`src/rtl/led_code_scheduler_if.sv`:
```
// Requester side of the LED blink-code scheduler.
// Requester i puts its code in req_code[i*CODE_W +: CODE_W].
interface led_code_scheduler_if #(
  parameter int NUM_REQ = 3,
  parameter int CODE_W  = 4
);
  logic [NUM_REQ-1:0]        req_valid;
  logic [NUM_REQ*CODE_W-1:0] req_code;
  logic [NUM_REQ-1:0]        req_ready;

  modport master (
    output req_valid,
    output req_code,
    input  req_ready
  );

  modport slave (
    input  req_valid,
    input  req_code,
    output req_ready
  );
endinterface

```
`src/rtl/led_code_scheduler.sv`:
```
// Round-robin scheduler that plays blink codes on the shared status LED.
// One sequence is N lit pulses separated by dark gaps, then a quiet gap.
module led_code_scheduler #(
  parameter int NUM_REQ   = 3,
  parameter int CODE_W    = 4,
  parameter int TICK_DIV  = 48000,
  parameter int ON_TICKS  = 200,
  parameter int OFF_TICKS = 200,
  parameter int GAP_TICKS = 1000
) (
  input  logic                 CLK_48,
  input  logic                 RST_N,
  led_code_scheduler_if.slave  req,
  output logic                 busy,
  output logic [1:0]           grant_id,
  output logic                 LED_A,
  output logic                 PMOD_A7,
  output logic                 PMOD_A8,
  output logic                 PMOD_A9,
  output logic                 PMOD_A10
);

  localparam int MAX_OO = (ON_TICKS > OFF_TICKS) ? ON_TICKS : OFF_TICKS;
  localparam int MAX_T  = (MAX_OO > GAP_TICKS) ? MAX_OO : GAP_TICKS;
  localparam int PW     = $clog2(TICK_DIV);
  localparam int TW     = $clog2(MAX_T + 1);

  localparam logic [1:0] S_IDLE = 2'd0;
  localparam logic [1:0] S_ON   = 2'd1;
  localparam logic [1:0] S_OFF  = 2'd2;
  localparam logic [1:0] S_GAP  = 2'd3;

  localparam logic [PW-1:0] PRE_LAST = PW'(TICK_DIV - 1);
  localparam logic [TW-1:0] ON_LAST  = TW'(ON_TICKS - 1);
  localparam logic [TW-1:0] OFF_LAST = TW'(OFF_TICKS - 1);
  localparam logic [TW-1:0] GAP_LAST = TW'(GAP_TICKS - 1);

  logic [1:0]         state;
  logic [1:0]         last;
  logic [CODE_W-1:0]  remaining;
  logic [CODE_W-1:0]  rem_dec;
  logic [PW-1:0]      presc;
  logic [TW-1:0]      tcnt;
  logic [TW-1:0]      tlast;
  logic               tick;
  logic               phase_end;
  logic               led_on;
  logic               win_valid;
  logic [1:0]         win_idx;
  logic [CODE_W-1:0]  win_code;
  logic [NUM_REQ-1:0] ready;

  function automatic logic [1:0] rr_idx(
    input logic [1:0] base,
    input int         k
  );
    int s;
    s = int'(base) + k;
    if (s >= NUM_REQ) s = s - NUM_REQ;
    return s[1:0];
  endfunction

  // Search starts just past the last winner, so every requester gets a turn.
  always_comb begin
    win_valid = 1'b0;
    win_idx   = '0;
    for (int k = 1; k <= NUM_REQ; k++) begin
      if (!win_valid && req.req_valid[rr_idx(last, k)]) begin
        win_valid = 1'b1;
        win_idx   = rr_idx(last, k);
      end
    end
  end

  assign win_code = req.req_code[int'(win_idx)*CODE_W +: CODE_W];

  always_comb begin
    ready = '0;
    if (state == S_IDLE && win_valid) ready[win_idx] = 1'b1;
  end

  assign req.req_ready = ready;

  always_comb begin
    unique case (1'b1)
      (state == S_ON):  tlast = ON_LAST;
      (state == S_OFF): tlast = OFF_LAST;
      default:          tlast = GAP_LAST;
    endcase
  end

  assign tick      = presc == PRE_LAST;
  assign phase_end = tick && (tcnt == tlast);
  assign rem_dec   = remaining - 1'b1;

  always_ff @(posedge CLK_48 or negedge RST_N) begin
    if (!RST_N) begin
      state     <= S_IDLE;
      last      <= 2'(NUM_REQ - 1);
      grant_id  <= '0;
      busy      <= 1'b0;
      led_on    <= 1'b0;
      remaining <= '0;
      presc     <= '0;
      tcnt      <= '0;
    end else begin
      if (state != S_IDLE) begin
        if (tick) begin
          presc <= '0;
          tcnt  <= phase_end ? '0 : tcnt + 1'b1;
        end else begin
          presc <= presc + 1'b1;
        end
      end
      unique case (state)
        S_IDLE: begin
          if (win_valid) begin
            last <= win_idx;
            if (win_code != '0) begin
              state     <= S_ON;
              remaining <= win_code;
              grant_id  <= win_idx;
              busy      <= 1'b1;
              led_on    <= 1'b1;
              presc     <= '0;
              tcnt      <= '0;
            end
          end
        end
        S_ON: begin
          if (phase_end) begin
            remaining <= rem_dec;
            led_on    <= 1'b0;
            state     <= (rem_dec != '0) ? S_OFF : S_GAP;
          end
        end
        S_OFF: begin
          if (phase_end) begin
            led_on <= 1'b1;
            state  <= S_ON;
          end
        end
        S_GAP: begin
          if (phase_end) begin
            busy  <= 1'b0;
            state <= S_IDLE;
          end
        end
        default: state <= S_IDLE;
      endcase
    end
  end

  assign LED_A    = ~led_on;
  assign PMOD_A7  = ~led_on;
  assign PMOD_A8  = ~busy;
  assign PMOD_A9  = ~grant_id[0];
  assign PMOD_A10 = ~grant_id[1];

endmodule

```
`src/flat_wrapper.sv`:
```
// flat-port wrapper written by rule: the top's interface ports become plain ports
module led_code_scheduler_flat 
#(
  parameter int NUM_REQ   = 3,
  parameter int CODE_W    = 4,
  parameter int TICK_DIV  = 48000,
  parameter int ON_TICKS  = 200,
  parameter int OFF_TICKS = 200,
  parameter int GAP_TICKS = 1000
)
  (CLK_48, RST_N, busy, grant_id, LED_A, PMOD_A7, PMOD_A8, PMOD_A9, PMOD_A10, req_req_valid, req_req_code, req_req_ready);
  led_code_scheduler_if #(.NUM_REQ(NUM_REQ), .CODE_W(CODE_W)) req_i ();
  input  logic CLK_48;
  input  logic RST_N;
  output logic busy;
  output logic [1:0] grant_id;
  output logic LED_A;
  output logic PMOD_A7;
  output logic PMOD_A8;
  output logic PMOD_A9;
  output logic PMOD_A10;
  input wire logic [$bits(req_i.req_valid)-1:0] req_req_valid;
  input wire logic [$bits(req_i.req_code)-1:0] req_req_code;
  output wire logic [$bits(req_i.req_ready)-1:0] req_req_ready;
  assign req_i.req_valid = req_req_valid;
  assign req_i.req_code = req_req_code;
  assign req_req_ready = req_i.req_ready;
  led_code_scheduler #(.NUM_REQ(NUM_REQ), .CODE_W(CODE_W), .TICK_DIV(TICK_DIV), .ON_TICKS(ON_TICKS), .OFF_TICKS(OFF_TICKS), .GAP_TICKS(GAP_TICKS)) u_core (.CLK_48(CLK_48), .RST_N(RST_N), .req(req_i), .busy(busy), .grant_id(grant_id), .LED_A(LED_A), .PMOD_A7(PMOD_A7), .PMOD_A8(PMOD_A8), .PMOD_A9(PMOD_A9), .PMOD_A10(PMOD_A10));
endmodule
```
`config.mk`:
```
export PLATFORM = sky130hd
export DESIGN_NAME = led_code_scheduler_flat
export DESIGN_NICKNAME = d
export VERILOG_FILES = /design/src/rtl/led_code_scheduler_if.sv /design/src/rtl/led_code_scheduler.sv /design/src/flat_wrapper.sv
export SDC_FILE = /design/constraint.sdc
export NUM_CORES = 1
export LEC_CHECK = 0
export ABC_CLOCK_PERIOD_IN_PS = 5000
export CORE_ASPECT_RATIO = 0.6
export CORE_MARGIN = 8
export CORE_UTILIZATION = 50
export DETAILED_ROUTE_END_ITERATION = 10
export PLACE_DENSITY_LB_ADDON = 0.2
export SYNTH_ARGS = -nofsm -noshare
export SYNTH_HDL_FRONTEND = slang
export SYNTH_SLANG_ARGS = --single-unit
```
`constraint.sdc`:
```
create_clock -name CLK_48 -period 5 [get_ports CLK_48]
set_input_delay 0.5 -clock CLK_48 [delete_from_list [all_inputs] [get_ports CLK_48]]
set_output_delay 0.5 -clock CLK_48 [all_outputs]
set_load 0.05 [all_outputs]
```
# Word-level counts from Yosys, hierarchy flattened
# Index checks and enable logic that the tools add are counted.
# word_totals
register_bits	38
# op_classes
reduce_logical	21
add_sub_neg	9
magnitude_cmp	8
shift	1
n_bitwise	4
n_eq_ne	10
muxes	47
# op_table
op	count
$mux W16	5
$mux W10	7
$mux W2	11
$add A16 B1 Y16 const B	1
$eq A16 B16 Y1 const B	1
$lt A2 B3 Y1 const B	4
$mux W1	12
$mux W4	3
$shiftx A12 B5 Y4	1
$add A10 B1 Y10 const B	1
$eq A10 B10 Y1	1
$reduce_and A5 Y1	2
$ge A3 B2 Y1 const B	3
$ne A2 B1 Y1 const B	4
$pmux W2 S4	1
$pmux W4 S2	1
$reduce_and A4 Y1	2
$reduce_bool A4 Y1	2
$add A2 B2 Y3 const B	2
$bmux W1 S2	3
$reduce_bool A2 Y1	3
$logic_and A1 B1 Y1	5
$eq A2 B2 Y1 const B	2
$not A1 Y1	4
other kinds (17)	19

# Logic depth before layout (Yosys ltp)
# logic_depth
depth_word	17
ltp_mapped	14

# Least setup slack after synthesis
# OpenSTA, ideal clock, no wires.
# synth_path
path_kind	reg-to-output
from	reg u_core.last[0]
to	out req_req_ready[0]
arrival_time_ps	3459
n_path_buf	2
path_slack_ps	1041
path_stages_with_launch	11
cell_sequence	dfrtp_1 clkbuf_1 inv_1 ha_1 buf_2 mux2i_1 o211ai_1 a21oi_1 a211o_2 and3_1 a21boi_0
# synth_via
elab_chain_len	17
word_cells_on_any_way	35
# synth_rtl
element	line_no	text
from (decl)	led_code_scheduler.sv:39	logic [1:0] last;
from (signal assigned)	led_code_scheduler.sv:99	last <= 2'(NUM_REQ - 1);
from (signal assigned)	led_code_scheduler.sv:118	last <= win_idx;
$add A2 B1 Y3	led_code_scheduler.sv:58	s = int'(base) + k;
$ge A3 B2 Y1 / $sub A2 B2 Y2 (equally long branches)	led_code_scheduler.sv:59	if (s >= NUM_REQ) s = s - NUM_REQ;
$mux W2	led_code_scheduler.sv:59	
$bmux W1 S2	led_code_scheduler.sv:68	if (!win_valid && req.req_valid[rr_idx(last, k)]) begin
$mux W1 (not written as such)	led_code_scheduler.sv:68	
$mux W1	led_code_scheduler.sv:68	
$logic_not A1 Y1	led_code_scheduler.sv:68	
$logic_and A1 B1 Y1	led_code_scheduler.sv:68	
$mux W1	led_code_scheduler.sv:68	
$logic_not A1 Y1	led_code_scheduler.sv:68	
$logic_and A1 B1 Y1	led_code_scheduler.sv:68	
$mux W2	led_code_scheduler.sv:68	
$lt A2 B3 Y1 (not written as such) / $ge A2 B1 Y1 (equally long branches)	led_code_scheduler.sv:79	if (state == S_IDLE && win_valid) ready[win_idx] = 1'b1;
$logic_and A1 B1 Y1 (not written as such)	led_code_scheduler.sv:79	
$mux W1 (not written as such)	led_code_scheduler.sv:79	
$demux W1 S2	-	
$mux W3 (*)	led_code_scheduler.sv:79	
to (decl)	flat_wrapper.sv:24	output wire logic [$bits(req_i.req_ready)-1:0] req_req_ready;
# Every way passes the cells marked *; elsewhere a longest branch is shown, timed or not. The select of a mux whose other input is x is not followed.

# Worst setup path after layout
# Ends and elaborated chain as after synthesis.

==> summary.md <==
| Metric | Value |
|---|---|
| Outcome | `finished, final reports clean` |
| Met1 usage | `about a quarter` |
| Sequential fraction of the synthesis area | `a little under two fifths` |
| Wire length of the first global-routing pass | `between 10 and 15 mm` |
| I/O Pins | `28` |
| Yosys Warn Count | `0` |
| Largest cells by area after synthesis | `dfrtp_1, ha_1, nor2_1` |
| Nature of the critical path startpoint | `register` |
| All-Layer GR Usage | `between 15 and 20%` |
| Post-Syn Area per Cell | `8.74 um^2` |
| Switching power summed over all nets | `~0.15 mW` |
| TritonCTS clock tree | `built` |
| Number of antenna violations at the first check in global routing | `0` |
| Routing usage on met2 | `22.8%` |
| DRT iter0 DRCs | `170` |
| Post-place instance area | `2920 um^2` |
| Number of buffers inserted during clock tree synthesis | `5` |
| # H-tree levels | `2` |
| Data arrival time at the worst-slack endpoint | `4010 ps` |
| Final cell area excluding filler cells | `between 3000 and 4000 um^2` |
| Slowest cell on the critical path | `clkdlybuf4s50_1` |
| Core area | `5030 um^2` |
| Start point of the critical path | `u_core.last[0]` |
| Max-cap violations | `0` |
| CP Capture Type | `primary output` |
| Dominant cell type by area after synthesis | `dfrtp_1` |
| Post-CTS setup buffer count | `0` |
| Maximum clock frequency | `around 0.22 GHz` |
| Top Family by Delay on Critical Path | `compound AO/OA/AOI/OAI gates` |
| Top Usage Layer GRT | `met1` |
| Category of the most critical setup path | `reg -> out` |
| Share of flip-flops with an asynchronous set or reset after synthesis | `100%` |
| Weighted congestion reported at the end of routability-driven placement | `~0.9` |
| DRC violation count after routing | `0` |
| Part of the total power dissipated in sequential elements | `a little under half` |
| Power share of the combinational group | `about 8.1%` |
| Setup repair after global routing missed its margin | `no` |
| DRT Wirelength | `around 6.4 mm` |
| Clock share of power | `46.7%` |
| Vertical extent of the die | `a little over 70 um` |
| Die width | `around 110 um` |
| Delay contributed by the slowest stage of the critical path | `830 ps` |
| Most frequently used flop master after synthesis | `dfrtp_1` |
| Biggest fanout along the worst timing path | `11` |
| #FFs+latches synth | `38` |
| Slew Limit Headroom | `approximately 43%` |
| Number of flops mapped to enable cells by yosys | `0` |
| Bufs and invs on worst path | `2` |
| Nets | `approximately 350` |
| Post-route minimum period | `~4500 ps` |
| Cells on worst reg2reg path | `11` |
| Total number of placement rows | `20` |
| Area of the mapped netlist | `roughly 2600 um^2` |
| DR vias/cell | `about 5.9` |
| Most instantiated library cell after synthesis | `nor2_1` |
| Mapped Nets | `327` |
| Count of input and output buffers | `27` |
| Register clock-pin slew on the reported worst setup and hold paths | `approximately 80 ps` |
| Die outline area | `7830 um^2` |
| Aggregate negative setup slack | `0 ps` |
| Distinct cells, synth | `between 50 and 60` |
| Pin count of the biggest net entering global routing | `39` |
| Fraction of layout cells with a size suffix above 1 | `under 10%` |
| Number of global-route vias before repair | `roughly 2200` |
| Reg-to-reg slack, setup | `around 1100 ps` |
| Met3 demand-to-capacity share in global routing | `~3.5%` |
| Worst flop-to-flop path startpoint | `u_core.last[0]` |
| Data required time of the critical path | `4500 ps` |
| Worst reg2reg endpoint | `u_core.state[1]` |
| Class of the tightest hold or removal check | `in -> async` |
| Hold Vio Cnt, Final | `0` |
| Half-perimeter wire length after detailed placement | `4.80 mm` |
| Fin crit share | `between 90% and 100%` |
| Count of inserted antenna diode cells | `0` |
| Area growth from synthesis to final layout | `17.6%` |
| Count of clock tree sinks | `38` |
| Post-DR wirelength/cell | `approximately 16 um` |
| Count of hold buffers inserted by post-cts repair | `0` |
| Clock Skew | `just over 7 ps` |
| # resized after CTS | `0` |
| Initial Utilization | `about 52%` |
| CTS root buf | `clkbuf_8` |
| Power Dens Cells | `approximately 220 nW/um^2` |
| Remaining global-route overflow | `0` |
| Clock insertion delay at the later pin of the skew report | `~300 ps` |
| Internal power | `between 0.5 and 0.6 mW` |
| Fraction of power spent switching nets | `~22%` |
| Most used standard cells in the synthesized netlist | `nor2_1, dfrtp_1, nand2_1` |
| Max clock buf depth | `2` |
| DR vias | `around 2300` |
| Max-slew violation count | `0` |
| Worst vdd ir | `0.142 mV` |
| Total leakage power | `between 1 and 1.5 nW` |
| Number of setup violations in the final report | `0` |
| Instance count of the mapped netlist | `297` |
| Transition at the pin with the smallest max-transition slack | `849 ps` |
| Post-route core utilization | `slightly above 60%` |
| Worst hold slack after final layout | `approximately 300 ps` |
| Crit-path cells | `inv_1 -> ha_1 -> mux2i_1 -> o211ai_1 -> a21oi_1 -> a211o_2 -> and3_1 -> a21boi_0 -> clkdlybuf4s50_1` |
| Area fraction of the dominant cell type after synthesis | `between 30% and 40%` |
| Detailed-router iteration count before antenna repair | `5` |
| Number of nets still failing antenna checks after routing | `0` |
==> per-layer routing <==
metal | part of all wire (%) | up-vias
met3 | 5.6 | 7
li1 | - | 1127
met4 | 0.91 | 0
met2 | 40 | 72
met1 | 54 | 1105
met5 | 0 | -
==> registers in the layout (all words and copies together), names as in the netlist <==
register and count:
u_core.tcnt 10, u_core.last 2, u_core.state 2, u_core.led_on 1
u_core.presc 16, u_core.remaining 4, u_core.grant_id 2, u_core.busy 1
==> cell type report <==
cell class | instances | area [um^2]
clock inverter | 3 | 68.8
inverter | 16 | 60.1
fill | 434 | 1980
timing repair buffer | 30 | 288
multi-input combinational | 233 | 1530
tap | 66 | 82.6
sequential | 38 | 952
clock buffer | 5 | 68.8
==> kinds of logic after synthesis <==
group	count (synthesis)	share of synthesized area [%]
simple gates	115	22.7
compound gates	83	22.3
flops	38	36.7
buf+inv	26	4.29
xor+xnor	15	5.06
fa+ha+maj	13	6.27
mux	7	2.75
==> per-stage QoR <==
stage	cells	worst slack, ps	power (mW)
CTS	391	584	0.686
global placement	383	1000	0.369
global route	391	257	0.704
detailed placement	383	929	0.369
floorplan	297	1040	0.343
finish	391	489	0.683
==> worst max path at each step <==
| stage | endpoint | cells past startpoint |
|---|---|---|
| after floorplan | req_req_ready[0] | 10 |
| after global routing | req_req_ready[0] | 9 |
| after global placement | req_req_ready[0] | 9 |
| after detailed placement | req_req_ready[0] | 9 |
| final | req_req_ready[0] | 9 |
| after CTS | req_req_ready[0] | 9 |
==> power groups by stage <==
| stage | Clock [mW] | Sequential (mW) | Combinational (mW) |
|---|---|---|---|
| floorplan | 0 | 0.315 | 0.0285 |
| global placement | 0 | 0.315 | 0.0548 |
| detailed placement | 0 | 0.315 | 0.0548 |
| CTS | 0.323 | 0.309 | 0.0551 |
| global route | 0.335 | 0.309 | 0.0605 |
| finish | 0.319 | 0.308 | 0.0552 |
==> placed cells by master, fill, tap and decap left out, drive strengths merged, types with 3 or more instances in the layout <==
cell type	Yosys	layout
and3	10	10
a21oi	16	16
a32oi	3	3
o22ai	3	3
nor3	5	5
nand4b	4	4
buf	4	4
a211o	4	4
xnor2	5	5
inv	16	16
nand2	19	19
a21boi	4	4
nor2	41	41
dfrtp	37	37
ha	13	13
a2111oi	5	5
nand2b	3	3
xor2	10	10
and2	5	5
nor4	3	3
clkbuf	6	5
mux2i	6	6
clkdlybuf4s50	0	26
o211ai	4	4
a31oi	5	5
nand3	15	15
o21ai	24	24
a21o	3	3
Note: power is estimated with default switching activity, not from simulation.
